==> src/rtl/reg_write_arbiter.sv <==
// Round-robin arbiter granting four requesters write ownership of one shared register,
// with a bounded hold time per owner and back-to-back handover between owners.
module reg_write_arbiter #(
    parameter int WIDTH = 8,
    parameter int HOLD  = 4
) (
    input  logic               clk,
    input  logic               reset,
    input  logic [3:0]         req,
    input  logic [4*WIDTH-1:0] wdata,
    output logic [3:0]         grant,
    output logic [WIDTH-1:0]   q,
    output logic               wr,
    output logic               busy
);
    localparam int CNT_W = (HOLD > 1) ? $clog2(HOLD) : 1;
    localparam logic [CNT_W-1:0] CNT_MAX = CNT_W'(HOLD - 1);

    typedef enum logic {
        IDLE  = 1'b0,
        GRANT = 1'b1
    } state_t;

    state_t           state_r, state_s;
    logic [1:0]       owner_r, owner_s;
    logic [1:0]       ptr_r, ptr_s;
    logic [CNT_W-1:0] cnt_r, cnt_s;
    logic [3:0]       grant_r, grant_s;
    logic [WIDTH-1:0] q_r, q_s;
    logic             wr_r, wr_s;
    logic             busy_r, busy_s;
    logic             release_s;
    logic [1:0]       search_start_s;
    logic [2:0]       pick_s;
    logic             pick_ok_s;
    logic [1:0]       pick_idx_s;

    // First requesting index at or after start, wrapping modulo 4; msb flags a hit.
    function automatic logic [2:0] rr_pick(input logic [3:0] req_v, input logic [1:0] start);
        logic [2:0] result;
        logic [1:0] idx;
        result = 3'b000;
        for (int i = 3; i >= 0; i--) begin
            idx = start + 2'(i);
            if (req_v[idx]) begin
                result = {1'b1, idx};
            end else begin
                result = result;
            end
        end
        return result;
    endfunction

    // A releasing owner searches from its successor, so it is naturally checked last.
    always_comb begin
        search_start_s = (state_r == GRANT) ? (owner_r + 2'd1) : ptr_r;
        pick_s         = rr_pick(req, search_start_s);
        pick_ok_s      = pick_s[2];
        pick_idx_s     = pick_s[1:0];
    end

    // Next-state, ownership, hold counter and register write decisions.
    always_comb begin
        state_s   = state_r;
        owner_s   = owner_r;
        ptr_s     = ptr_r;
        cnt_s     = cnt_r;
        grant_s   = grant_r;
        q_s       = q_r;
        wr_s      = 1'b0;
        busy_s    = busy_r;
        release_s = 1'b0;
        case (state_r)
            IDLE: begin
                cnt_s = {CNT_W{1'b0}};
                if (pick_ok_s) begin
                    state_s = GRANT;
                    owner_s = pick_idx_s;
                    grant_s = 4'b0001 << pick_idx_s;
                    busy_s  = 1'b1;
                end else begin
                    grant_s = 4'b0000;
                    busy_s  = 1'b0;
                end
            end
            GRANT: begin
                if (req[owner_r]) begin
                    q_s  = wdata[WIDTH*int'(owner_r) +: WIDTH];
                    wr_s = 1'b1;
                    if (cnt_r == CNT_MAX) begin
                        release_s = 1'b1;
                    end else begin
                        cnt_s = cnt_r + {{(CNT_W-1){1'b0}}, 1'b1};
                    end
                end else begin
                    release_s = 1'b1;
                end
                // Handover happens at the releasing edge so there is no idle bubble.
                if (release_s) begin
                    ptr_s = owner_r + 2'd1;
                    cnt_s = {CNT_W{1'b0}};
                    if (pick_ok_s) begin
                        state_s = GRANT;
                        owner_s = pick_idx_s;
                        grant_s = 4'b0001 << pick_idx_s;
                        busy_s  = 1'b1;
                    end else begin
                        state_s = IDLE;
                        grant_s = 4'b0000;
                        busy_s  = 1'b0;
                    end
                end else begin
                    state_s = GRANT;
                end
            end
            default: begin
                state_s = IDLE;
                grant_s = 4'b0000;
                busy_s  = 1'b0;
                cnt_s   = {CNT_W{1'b0}};
            end
        endcase
    end

    // State and output registers; reset aborts any grant without writing.
    always_ff @(posedge clk) begin
        if (reset) begin
            state_r <= IDLE;
            owner_r <= 2'd0;
            ptr_r   <= 2'd0;
            cnt_r   <= {CNT_W{1'b0}};
            grant_r <= 4'b0000;
            q_r     <= {WIDTH{1'b0}};
            wr_r    <= 1'b0;
            busy_r  <= 1'b0;
        end else begin
            state_r <= state_s;
            owner_r <= owner_s;
            ptr_r   <= ptr_s;
            cnt_r   <= cnt_s;
            grant_r <= grant_s;
            q_r     <= q_s;
            wr_r    <= wr_s;
            busy_r  <= busy_s;
        end
    end

    assign grant = grant_r;
    assign q     = q_r;
    assign wr    = wr_r;
    assign busy  = busy_r;

    reg_write_arbiter_checker #(
        .CNT_W   (CNT_W),
        .CNT_MAX (CNT_MAX)
    ) u_checker (
        .clk   (clk),
        .reset (reset),
        .grant (grant_r),
        .busy  (busy_r),
        .cnt   (cnt_r)
    );
endmodule

// Invariants of the arbiter: single owner, busy tracks grant, hold counter bounded.
module reg_write_arbiter_checker #(
    parameter int                CNT_W   = 2,
    parameter logic [CNT_W-1:0]  CNT_MAX = 2'd3
) (
    input logic             clk,
    input logic             reset,
    input logic [3:0]       grant,
    input logic             busy,
    input logic [CNT_W-1:0] cnt
);
    grant_onehot0: assert property (@(posedge clk) disable iff (reset) $onehot0(grant));
    busy_matches:  assert property (@(posedge clk) disable iff (reset) busy == (grant != 4'b0000));
    cnt_bounded:   assert property (@(posedge clk) disable iff (reset) cnt <= CNT_MAX);
endmodule

==> config.mk <==
export PLATFORM = sky130hd
export DESIGN_NAME = reg_write_arbiter
export DESIGN_NICKNAME = d
export VERILOG_FILES = /design/src/rtl/reg_write_arbiter.sv
export SDC_FILE = /design/constraint.sdc
export NUM_CORES = 1
export LEC_CHECK = 0
export BUFFER_PORTS_ARGS = -buffer_cell sky130_fd_sc_hd__buf_4
export CAP_MARGIN = 10
export CORE_UTILIZATION = 45
export CTS_CLUSTER_DIAMETER = 150
export DETAILED_ROUTE_END_ITERATION = 8
export HOLD_SLACK_MARGIN = 0.02
export PLACE_DENSITY = 0.81
export SETUP_SLACK_MARGIN = 0.3
export SYNTH_ARGS = -nofsm -noshare
export SYNTH_HDL_FRONTEND = slang
export SYNTH_SLANG_ARGS = --single-unit
==> constraint.sdc <==
create_clock -name clk -period 4.5 [get_ports clk]
set_clock_uncertainty 0.2 [all_clocks]
set_input_delay 0.225 -clock clk [delete_from_list [all_inputs] [get_ports clk]]
set_output_delay 0.225 -clock clk [all_outputs]
set_load 0.02 [all_outputs]
==> results.md, run 1 <==
Power:
- The switching power as a share of total power is between 30% and 40%.
- The internal cell power is about 310 uW.
- The share of total power dissipated in sequential elements is 49.2%.
- The part of the power in combinational logic is around 31%.
- Summed over all nets, the switching power comes to 139.6 uW.
- The standby leakage power is ~0.00071 uW.
- VDD sags by at most 0.1792 mV.
- The cell area power density is between 200 and 300 nW/um^2.
- The fraction of power consumed by the clock network is about a fifth.

Logic synthesis:
- The post-synthesis cell type with the largest combined area is dfxtp_1.
- Counting flops with an async set or reset pin after synthesis yields a share of 0%.
- The synthesized design contains 0 enable-type register cells.
- Summed over its instances, the top area cell type makes up about 38% of the synthesized netlist area.
- The synthesis warning total is 0.
- The post-synthesis instance total is roughly 110.
- The share of the yosys chip area belonging to registers is 37.97%.
- Ranked by total cell area, the synthesized netlist is headed by dfxtp_1 38%, mux4_2 18%, mux2i_1 11%, nor2_1 5.4%, nand2_1 2.0%.
- The primary flip-flop cell chosen by synthesis mapping is dfxtp_1.
- The most numerous cell in the Yosys netlist is dfxtp_1.
- The number of different library cells in the post-synthesis netlist is 35.
- The total standard cell area after synthesis is roughly 1100 sq um.
- When the netlist entered floorplanning its net count stood at 145.
- Synthesis inferred 21 register bits.
- In the synthesized netlist, the cells that appear most often are 21 x dfxtp_1, 16 x nor2_1, 12 x mux2i_1, 9 x mux4_2, 6 x nand2_1.
- A synthesized cell averages 10.45 sq um.

Global routing:
- The via count of the first global-routing pass came to around 980.
- The overall routing resource usage is between 20 and 25%.
- The initial antenna violation count is 0.
- The total global routing overflow is 0.
- Entering global routing, the biggest net connects 18 pins.
- The first global-routing pass estimated around 4.3 mm of wire.

Placement:
- Prior to clock tree synthesis, the placed netlist has a worst setup slack of a little over 2 ns.
- The post-place instance area is 1503 sq um.
- After detailed placement, the design holds a cell count of 180.
- Summed over all nets, the half-perimeter wirelength after detailed placement is about 2.1 mm.
- At the end of routability-driven placement, the weighted congestion stood at between 0.9 and 1.
- The number of I/O port buffers is between 50 and 60.

Critical path:
- In this run the worst path has a maximum fanout of 14.
- The critical path in this run is classified as flop to flop.
- The worst register-to-register path has a setup slack of around 2 ns.
- The type of origin of the critical path is a flop.
- At the worst endpoint, the required time is about 4.6 ns.
- Data arrives at the worst endpoint at between 2 and 3 ns.
- The endpoint of the worst register-to-register path is owner_r[1]$_SDFFE_PP0P_.
- The nature of the critical path endpoint is a flop.
- In this run the critical register-to-register path is launched from owner_r[0]$_SDFFE_PP0P_.
- The worst register-to-register path has a depth of 5.

CTS:
- Clock-pin slew was measured on the worst setup and hold paths at around 0.12 ns.
- The quantity of gates resized following cts is 0.
- The clock passes through at most 2 buffers.
- The buffers inserted during post-CTS setup optimization is 0.
- After clock tree synthesis, the flow added hold-fix buffers numbering 1.
- Buffers inserted during clock tree synthesis total 3.
- TritonCTS built the clock tree.
- In this run the number of H-tree levels came out at 1.
- CTS placed an instance of clkbuf_4 at the clock tree root.
- Counting every sink on the clock net gives 21.
- The clock latency reported for the late side of the worst-skew pair is around 0.31 ns.

Min path:
- The worst min-delay path endpoint is q[2]$_SDFFE_PP0P_.
- The tightest min-delay check is of the primary input to flop type.
- The number of cells on the worst hold path is 4.
- The startpoint identified for the worst hold timing path is wdata[2].

Cells and area:
- After routing the design area is 1540 sq um.
- Relative to the synthesized area, the layout overhead comes to 39.10%.
- The fraction of layout instances using a drive strength above 1 is a little over two fifths.
- The number of standard cells in the final layout excluding fillers is about 190.
- 0 antenna diodes ended up in the layout.
- The net total in the final layout is just under 200.

STA:
- The slew at the pin with the worst max-slew slack is 0.7610 ns.
- Setup repair after global routing left no endpoint under its margin.
- The final count of hold timing violations is 0.
- On the final layout, the worst hold slack is 0.1679 ns.
- Measured against its own limit, the worst slew margin works out to about half.
- Setup violations remaining at the end of the flow were counted as 0.
- The count of pins over their slew limit is 0.
- After layout, the worst path uses about 56% of the clock period.
- The maximum clock frequency is ~400 MHz.
- The accumulated negative setup slack is 0 ns.
- The clock period minus final worst setup slack is approximately 2.5 ns.
- Setup slack on the critical path of the routed design comes to slightly below 2 ns.

Floorplanning:
- The height of the die is about 52 um.
- The floorplan core area is ~2300 sq um.
- The horizontal extent of the die is approximately 52 um.
- The initial utilization of the core area, before any placement, comes to 48.65%.
- After floorplanning, the core was divided into 17 placement rows.
- The number of ports placed on the die boundary is between 50 and 60.
- The die covers between 2000 and 3000 sq um.

Drt:
- In the routed layout, each cell is associated on average with a via count of approximately 5.7.
- Summed over all layers, the routed wires come to between 2 and 3 mm.
- The total number of vias is approximately 1100.
- In this run the remaining antenna-violating nets after routing total 0.
- The iteration-0 DRC count of the detailed router is 10.
- Dividing the detail-routed wire length by the instance count gives roughly 15 um.
- The number of search-and-repair iterations in the first detailed-routing pass is 4.
- After detailed routing, the number of remaining DRC violations is 0.

Run status:
- The run finished with clean final reports.

Flow run:
- The number of maximum-capacitance violations is 0.
## sequential cells by signal, indices dropped and copies added, names as in the netlist
register	flops
cnt_r	2
q	8
grant	4
owner_r	2
state_r	1
wr	1
busy	1
ptr_r	2
## per-layer routing
| layer | part of all wire, % | vias up | global-route usage, % |
|---|---|---|---|
| met5 | 0 | - | 0 |
| met3 | 8.5 | 2 | 4.094 |
| li1 | - | 499 | - |
| met4 | 0.36 | 0 | 4.505 |
| met2 | 49 | 54 | 38.96 |
| met1 | 42 | 498 | 25.97 |
## cell families after synthesis
| logic type | share of synthesized area, % |
|---|---|
| AOI/OAI and AO/OA | 11.64 |
| xor gates and xnor gates | 0.7911 |
| adders and majority gates | 1.130 |
| buffers and inverters | 3.051 |
| DFF | 37.97 |
| muxes | 29.15 |
| and+or+nand+nor | 16.27 |
## layout make-up
class | count | area [sq um]
clock buffer | 3 | 22.52
clock inverter | 1 | 5.005
fill | 185 | 735.7
inverter | 3 | 11.26
multi-input combinational | 77 | 653.1
sequential | 21 | 420.4
tap | 28 | 35.03
timing repair buffer | 52 | 392.9
## stage by stage
| step | total power (uW) | utilization (%) |
|---|---|---|
| 2_1_floorplan | 307.2 | - |
| 3_3_place_gp | 360.5 | 66.03 |
| 3_5_place_dp | 364.9 | 66.03 |
| 4_1_cts | 453.1 | 67.67 |
| 5_1_grt | 475.7 | 67.67 |
| 6_report | 453.2 | 67.67 |
## cells in the final DEF, fill, tap and decap left out, types with 2 or more instances in the layout
cell type / instances
o21ai_0: 3
nor2_1: 16
dfxtp_1: 21
mux4_2: 9
nand2_1: 6
nor3_1: 2
clkbuf_4: 3
and3_1: 2
nand3_1: 2
inv_1: 3
a21oi_1: 2
and2_1: 2
buf_4: 51
mux2i_1: 12
## worst max-delay path by stage
stage | end | cells after the start | from | slack [ns]
2_1_floorplan | ptr_r[1]$_SDFFE_PP0P_ | 4 | owner_r[0]$_SDFFE_PP0P_ | 2.64
3_3_place_gp | owner_r[1]$_SDFFE_PP0P_ | 5 | owner_r[0]$_SDFFE_PP0P_ | 2.10
3_5_place_dp | owner_r[1]$_SDFFE_PP0P_ | 5 | owner_r[0]$_SDFFE_PP0P_ | 2.01
4_1_cts | owner_r[1]$_SDFFE_PP0P_ | 5 | owner_r[0]$_SDFFE_PP0P_ | 1.99
5_1_grt | ptr_r[0]$_SDFFE_PP0P_ | 4 | owner_r[0]$_SDFFE_PP0P_ | 1.81
6_report | owner_r[1]$_SDFFE_PP0P_ | 5 | owner_r[0]$_SDFFE_PP0P_ | 1.98
## power groups by stage
stage	sequential, uW	combinational (uW)	clock, uW
after global placement	226	134	0
after global routing	226	150	99.8
after CTS	223	139	91.0
after detailed placement	227	138	0
after floorplan	229	78.3	0
final	223	139	91.0
## critical path: stages (launching register included)
cell      delay, ns
dfxtp_1        0.83
mux4_2         0.65
nand3_2        0.15
nand2b_2       0.10
o41ai_1        0.38
nor2b_1        0.16
Note: power is estimated with default switching activity, not from simulation.
==> run 2: changes to the inputs <==
Settings changed: ABC_AREA from default to 1, PLACE_DENSITY 0.81 to 0.79.
Clock period 4.5 ns to 2.5 ns, I/O delays scaled along.
==> results.md, run 2 <==
Floorplanning:
- The height of the die is 54.76 um (+6.1%).
- The die footprint is 2998 sq um (+13%).
- The starting density of the core is 49.21% (+0.56 points).
- The horizontal extent of the die is 54.76 um (+6.1%).
- The number of ports placed on the die boundary is 52 (unchanged).
- The floorplan core area is 2545 sq um (+12%).
- The floorplan row count came to 18 (+1).

Critical path:
- The type of origin of the critical path is a flop.
- The setup slack of the most critical reg-to-reg path was 0.54 ns (-1.44 ns).
- The start-to-end type of the worst setup path is flop to flop.
- The data arrival at the endpoint of the critical path is 1.99 ns (-0.58 ns).
- Among all stages on the critical path, the largest delay is contributed by dfxtp_2.
- The endpoint of the worst register-to-register path is grant[3]$_SDFFE_PP0P_.
- Traced cell by cell, the critical path runs through inv_4 -> nand2_1 -> nand2_2 -> o21ai_1 -> nand2_1 -> nand3_1 -> nand3_1 -> nand2_1 -> nand3_1 -> a21oi_1.
- The worst register-to-register path begins at owner_r[0]$_SDFFE_PP0P_.
- The maximum fanout encountered on the critical timing path is 23 (+9).
- The worst setup path is captured at a flop.
- The worst endpoint required time is 2.53 ns (-2.03 ns).
- The depth of the worst register-to-register path is 10 (+5).
- The longest individual stage delay on the worst path is 0.45 ns (-0.38 ns).

CTS:
- The deepest level of the CTS H-tree is 1 (unchanged).
- The clock latency reported for the late side of the worst-skew pair is 0.29 ns (-0.02 ns).
- The clock transition at the registers of the reported paths is 0.11 ns (about the same).
- The cell at the root of the clock tree is clkbuf_4.
- The number of buffers inserted during clock tree synthesis is 3 (unchanged).
- The number of clock sinks is 21 (unchanged).
- The maximum root-to-sink buffer count was 2 (unchanged).
- The TritonCTS clock tree is built.

Cells and area:
- The layout filler cell count was 241 (+30%).
- The fraction of layout instances using a drive strength above 1 is 30.53% (-13 points).
- The final core area utilization is 69.67% (+2.0 points).
- The number of standard cells in the final layout excluding fillers came to 292 (+58%).
- The final antenna diode count is 0 (unchanged).
- In the layout the commonest cells are 63 x buf_4, 51 x nand2_1, 20 x a21oi_1, 20 x o21ai_0, 20 x nor2_1.
- Leaving out fill and tap cells, the most frequent cell in the layout is buf_4.
- The area added between synthesis and finish is 41.56%.
- The number of flip-flops in the largest register is 8 (unchanged).
- The net total in the final layout is 302 (+53%).

Logic synthesis:
- The net count of the mapped netlist is 242 (+67%).
- Ranked by total cell area, the synthesized netlist is headed by dfxtp_1 34%, nand2_1 15%, a21oi_1 8.0%, o21ai_0 8.0%, nand3_1 7.6%.
- The count of flip-flops with a built-in enable after synthesis is 0 (unchanged).
- The number of different library cells in the post-synthesis netlist is 22 (-37%).
- By area, the combinational part of the netlist is dominated by simple AND/OR/NAND/NOR gates.
- The share of the yosys chip area belonging to registers is 33.57% (-4.4 points).
- The fraction of synthesized area in multiplexers came to 0% (-29 points).
- The share of flip-flops with an asynchronous set or reset came to 0% (unchanged).
- The post-synthesis instance total is 203 (+92%).
- The post-synthesis share of cell area spent on full adders, half adders and majority gates came to 0.9990% (-0.13 points).
- The flop and latch count out of synthesis is 21 (unchanged).
- The simple-gate share of the synthesized area is 34.37% (+18 points).
- The XOR/XNOR share of the synthesized area came to 0% (-0.79 points).
- The total standard cell area after synthesis was 1252 sq um (+13%).
- The share of the synthesized area in compound gates (AO/OA/AOI/OAI) was 21.18% (+9.5 points).
- Ranked by instance count, the synthesized netlist is headed by 51 x nand2_1, 21 x dfxtp_1, 20 x a21oi_1, 20 x nor2_1, 20 x o21ai_0.
- Summed over all instances, the cell type with the most area after synthesis is dfxtp_1.
- The average size of a mapped cell is 6.170 sq um (-41%).
- The synthesis warning total is 0 (unchanged).
- For this run, the leading register cell type out of synthesis is dfxtp_1.
- The area share of the largest cell type after synthesis is 33.57% (-4.4 points).
- nand2_1 is the most common cell in the netlist.

Placement:
- The number of I/O port buffers is 51 (unchanged).
- The detailed-placement wirelength estimate was 2.543 mm (+19%).
- The routability congestion estimate is 0.8675 (-6.3%).
- The cell count after placement is 277 (+54%).
- The worst setup timing slack at the placement stage was 0.2430 ns (-1.768 ns).

Power:
- The standby leakage power is 0.0008969 uW (+26%).
- The maximum resistive drop on vdd is 0.6419 mV (+260%).
- The switching power as a share of total power is 43.86% (+13 points).
- The part of the total power dissipated in sequential elements came to 31.4% (-18 points).
- The internal cell power is 859.8 uW (+170%).
- The switching power summed over all nets was 671.7 uW (+380%).
- The power after layout came to 1532 uW (+240%).
- The cell area power density is 863.9 nW/um^2 (+190%).
- The fraction of power consumed by the clock network is 10.1% (-10 points).
- The part of the power in combinational logic came to 58.5% (+28 points).

STA:
- The worst max-slew margin expressed relative to the limit is 78.29% (+29 points).
- The slew at the pin with the worst max-slew slack is 0.3223 ns (-0.4387 ns).
- Setup repair after global routing left no endpoint under its margin.
- The accumulated negative setup slack came to 0 ns (unchanged).
- The smallest setup slack after layout was 0.5440 ns (-1.439 ns).
- The clock period minus final worst setup slack is 1.956 ns (-0.5611 ns).
- The count of pins over their slew limit came to 0 (unchanged).
- The total setup violations reported at the end of the flow is 0 (unchanged).
- The final count of hold timing violations is 0 (unchanged).
- The maximum clock frequency is 511.3 MHz (+29%).
- The share of the clock period used by the worst path is 78.24% (+22 points).

Drt:
- The per-cell via count in the routed design is 5.158 (-9.4%).
- The total number of vias was 1506 (+43%).
- The antenna violation net count after detailed routing is 0 (unchanged).
- The number of search-and-repair iterations in the first detailed-routing pass is 4 (unchanged).
- The average detailed-routed wire length per instance is 11.57 um (-24%).
- The number of DRC violations after detailed routing was 0 (unchanged).
- The routed wire length is 3.378 mm (+20%).
- The iteration-0 DRC count of the detailed router is 38 (+28).

Min path:
- The path class of the tightest hold or removal check is primary input to flop.
- The number of cells on the worst hold path was 5 (+1).
- The startpoint of the lowest-slack hold path is req[1].
- The worst min-delay path endpoint is state_r$_SDFF_PP0_.

Global routing:
- The overall routing resource usage is 23.60% (+2.2 points).
- The pin count of the biggest net entering global routing is 24 (+6).
- The initial antenna violation count is 0 (unchanged).
- The via count of the first global-routing pass is 1219 (+25%).
- The total global routing overflow is 0 (unchanged).
- The global-route wire length before repair is 5.106 mm (+19%).

Flow run:
- The number of maximum-capacitance violations is 0 (unchanged).

Run status:
- The flow ran to the end, and the final reports show no timing, DRC or antenna violations.
-- run 2: cell count changes after synthesis, sizes merged, moves of 8 or more --
cell	previous run	this run
mux2i	12	0
mux4	9	0
nand3	3	19
inv	3	19
nand2	7	55
o21ai	3	23
o22ai	0	8
a21oi	2	20
-- run 2: worst max-delay path: cells and delay by family, from the launching register on --
family / cells / cell delay (ns)
buffers and inverters: 1 / 0.13
AND/OR/NAND/NOR: 7 / 0.75
flip-flops: 1 / 0.45
AO/OA/AOI/OAI: 2 / 0.36
-- run 2: what timing repair did --
item / in CTS / in global routing
hold buffers: 2 / 0
setup buffers: 0 / 9
pin swaps: 0 / 0
resized for setup: 2 / 5
setup endpoints to repair: 3 / 7
hold endpoints to repair: 18 / 0
-- run 2: cells by family (layout without fill, tap and decap cells) --
family / count (synthesis) / in the layout
AO/OA/AOI/OAI: 51 / 51
adder cells (fa/ha/maj): 1 / 1
buffers and inverters: 29 / 88
flip-flops: 21 / 21
AND/OR/NAND/NOR: 101 / 101
-- run 2: worst max-delay path by stage --
stage,startpoint,endpoint,slack [ns]
after floorplan,owner_r[0]$_SDFFE_PP0P_,grant[0]$_SDFFE_PP0P_,0.82
after global placement,owner_r[1]$_SDFFE_PP0P_,grant[0]$_SDFFE_PP0P_,0.39
after detailed placement,owner_r[1]$_SDFFE_PP0P_,grant[0]$_SDFFE_PP0P_,0.24
after CTS,owner_r[1]$_SDFFE_PP0P_,grant[0]$_SDFFE_PP0P_,0.38
after global routing,owner_r[0]$_SDFFE_PP0P_,grant[3]$_SDFFE_PP0P_,0.30
final,owner_r[0]$_SDFFE_PP0P_,grant[3]$_SDFFE_PP0P_,0.54
-- run 2: power by group through the flow --
stage          logic, uW  clock network [uW]  registers, uW
3_3_place_gp         780                   0            481
6_report             895                 155            481
2_1_floorplan        524                   0            523
4_1_cts              791                 162            479
5_1_grt              998                 176            492
3_5_place_dp         786                   0            484
-- run 2: area by class of cell --
cell class	instances	area, sq um	area share, %
clock buffers	4	26.28	1.482
inverters	19	77.57	4.375
multi-input cells	153	713.2	40.23
flip-flops and latches	21	425.4	23.99
well taps	30	37.54	2.117
repair buffers	65	493.0	27.81
-- run 2: per-stage QoR --
step                cell area [sq um]  hold WS, ns
finish                           1773      0.05040
global route                     1773      0.05534
CTS                              1692      0.02909
detailed placement               1643       0.2326
global placement                 1643       0.2211
floorplan                        1252       0.1355
-- run 2: routing by layer --
metal | vias up | track usage [%] | share of wire (%) | wire length (um)
met5 | - | 0 | 0 | 0
li1 | 791 | - | - | -
met2 | 37 | 38.35 | 47 | 1598
met4 | 0 | 8.974 | 0.56 | 19
met1 | 676 | 31.49 | 48 | 1606
met3 | 2 | 2.778 | 4.6 | 154
==> run 3: changes to the inputs <==
Settings changed: CORE_UTILIZATION 45 to 43.
Clock period 2.5 ns to 1.7 ns, I/O delays scaled along.
==> results.md, run 3 (synthesized netlist as in run 2, its figures left out) <==
Placement:
- The number of I/O port buffers is 51 (unchanged).
- The routability congestion estimate is 0.8643 (-0.37%).
- The detailed-placement wirelength estimate is 2.692 mm (+5.9%).

Run status:
- The run finished, with violations left.
- The final reports fail on setup timing.

STA:
- The final count of hold timing violations is 0 (unchanged).
- The slew at the pin with the worst max-slew slack is 0.2970 ns (-0.02531 ns).
- Setup repair after global routing could not meet its margin everywhere.
- The smallest setup slack after layout is -0.09776 ns (-0.6418 ns).
- The accumulated negative setup slack is -0.4129 ns (-0.4129 ns).
- The worst hold slack across all endpoints was 0.05496 ns (+0.004561 ns).
- The clock period minus final worst setup slack is 1.798 ns (-0.1582 ns).
- The total setup violations reported at the end of the flow is 7 (+7).
- The share of the clock period used by the worst path is 105.8% (+28 points).
- The worst max-slew margin expressed relative to the limit is 80.20% (+1.9 points).
- The maximum clock frequency was 556.2 MHz (+8.8%).
- The count of pins over their slew limit came to 0 (unchanged).

Power:
- The maximum resistive drop on vdd is 1.173 mV (+83%).
- The cell area power density was 1340 nW/um^2 (+55%).
- The standby leakage power is 0.001081 uW (+21%).

Critical path:
- The first element of the critical path is state_r$_SDFF_PP0_.
- The capturing element of the worst setup path is owner_r[0]$_SDFFE_PP0P_.
- The type of origin of the critical path is a flop.
- The maximum fanout encountered on the critical timing path came to 6 (-74%).
- The worst register-to-register path ends at owner_r[0]$_SDFFE_PP0P_.
- The worst register-to-register path begins at state_r$_SDFF_PP0_.
- In this design, the critical path's most frequently occurring cell is nand2_4.
- The worst endpoint required time is 1.71 ns (-0.82 ns).
- The setup slack of the most critical reg-to-reg path is -0.1 ns (-0.64 ns).
- The data arrival at the endpoint of the critical path is 1.81 ns (-0.18 ns).
- The slowest stage cell on the critical path is dfxtp_4.
- The depth of the worst register-to-register path is 11 (+1).
- The longest individual stage delay on the worst path was 0.43 ns (-0.02 ns).
- The worst setup path is captured at a flop.
- Traced cell by cell, the critical path runs through inv_4 -> nand2_4 -> nand2_8 -> o21ai_4 -> nand2_4 -> nand3_2 -> nand2_2 -> nand2_2 -> nand2_4 -> o21ai_2 -> inv_1.
- The critical path is of the flop to flop type.

Drt:
- The per-cell via count in the routed design is 5.464 (+5.9%).
- The total number of vias is 1672 (+11%).
- The iteration-0 DRC count of the detailed router is 132 (+250%).
- The number of DRC violations after detailed routing was 0 (unchanged).
- The routed wire length came to 4.531 mm (+34%).
- The number of search-and-repair iterations in the first detailed-routing pass came to 4 (unchanged).
- The antenna violation net count after detailed routing was 0 (unchanged).
- The average detailed-routed wire length per instance is 14.81 um (+28%).

CTS:
- Clock tree synthesis selected as its root buffer the cell clkbuf_4.
- The TritonCTS clock tree is built.
- The number of clock sinks is 21 (unchanged).
- The number of buffers inserted during clock tree synthesis came to 3 (unchanged).
- The deepest level of the CTS H-tree came to 1 (unchanged).
- The maximum root-to-sink buffer count is 2 (unchanged).
- The clock transition at the registers of the reported paths is 0.12 ns (about the same).
- The clock latency reported for the late side of the worst-skew pair came to 0.30 ns (about the same).

Global routing:
- The via count of the first global-routing pass is 1431 (+17%).
- The overall routing resource usage is 24.19% (+0.59 points).
- The global-route wire length before repair came to 6.210 mm (+22%).
- The pin count of the biggest net entering global routing is 19 (-21%).
- The initial antenna violation count is 0 (unchanged).
- The total global routing overflow is 0 (unchanged).

Cells and area:
- The fraction of layout instances using a drive strength above 1 was 56.00% (+25 points).
- The number of flip-flops in the largest register came to 8 (unchanged).
- Compared with the post-synthesis result, the final layout area differs by 81.22%.
- The top cell types in the final layout, fill and taps aside, are 67 x buf_4, 23 x nand2_2, 19 x nand2_1.
- The most frequent standard cell in the layout excluding fill and tap cells is buf_4.
- The final antenna diode count is 0 (unchanged).
- The net total in the final layout is 315 (+4.3%).

Floorplanning:
- The height of the die was 55.97 um (+2.2%).
- The number of ports placed on the die boundary is 52 (unchanged).
- The floorplan row count is 19 (+1).
- The horizontal extent of the die is 55.97 um (+2.2%).
- The die footprint was 3133 sq um (+4.5%).
- The starting density of the core is 45.42% (-3.8 points).
- The floorplan core area is 2758 sq um (+8.4%).

Min path:
- The class of the tightest hold or removal check is primary input to flop.

Flow run:
- The number of maximum-capacitance violations is 0 (unchanged).
-- run 3: cell count changes in the layout (fill, tap and decap cells not counted), sizes merged --
cell,previous run,this run
inv,18,19
buf,63,74
clkinv,0,1
clkinvlp,1,0
dlygate4sd3,2,3
-- run 3: worst min-delay path by stage --
stage / start / to / slack, ns / cells past startpoint
after floorplan: req[0] / state_r$_SDFF_PP0_ / 0.12 / 4
after global placement: reset / grant[3]$_SDFFE_PP0P_ / 0.20 / 2
after detailed placement: reset / q[3]$_SDFFE_PP0P_ / 0.20 / 2
after CTS: req[1] / state_r$_SDFF_PP0_ / 0.02 / 5
after global routing: wdata[5] / q[5]$_SDFFE_PP0P_ / 0.07 / 5
final: wdata[24] / q[0]$_SDFFE_PP0P_ / 0.05 / 5
-- run 3: critical path: cells and delay by family, from the launching register on --
family,cells,cell delay [ns]
flip-flops,1,0.43
AND/OR/NAND/NOR,7,0.62
AO/OA/AOI/OAI,2,0.33
buffers and inverters,2,0.12
-- run 3: power by group --
part	switching (uW)	leakage [uW]	internal [uW]
logic	1160	0.000889	932
registers	102	0.000174	615
clock network	147	0.0000177	87.5
-- run 3: metal layers --
metal	share of wire (%)	GRT usage (%)	routed length [um]	vias to the layer above
met5	0	0	0	-
met4	0.42	6.969	19	0
met3	4.1	2.558	185	2
met2	52	40.48	2367	48
met1	43	32.99	1959	802
li1	-	-	-	820
-- run 3: layout make-up --
type | count | area (sq um)
Timing Repair Buffer | 78 | 649.4
Inverter | 19 | 86.33
Fill cell | 183 | 488.0
Sequential cell | 21 | 431.7
Multi-Input combinational cell | 153 | 1036
Clock inverter | 1 | 5.005
Tap cell | 31 | 38.79
Clock buffer | 3 | 22.52
-- run 3: per-stage QoR --
step,cell area (sq um),worst slack [ns],power (uW),utilization [%],std cells
floorplan,1306,0.1152,1621,-,203
global placement,1763,-0.01625,2045,63.93,290
detailed placement,1763,-0.03781,2066,63.93,290
CTS,1996,0.02490,2546,72.37,304
global route,2270,-0.1564,3238,82.30,306
finish,2270,-0.09776,3041,82.30,306
-- run 3: timing repair --
action                                  in CTS  in global routing
gates cloned                                 0                  1
pin swaps                                   24                 24
gates resized for setup                     44                 61
buffers inserted                             7                  1
hold buffers                                 3                  0
endpoints found under the setup margin      20                 20
hold endpoints to repair                    19                  0
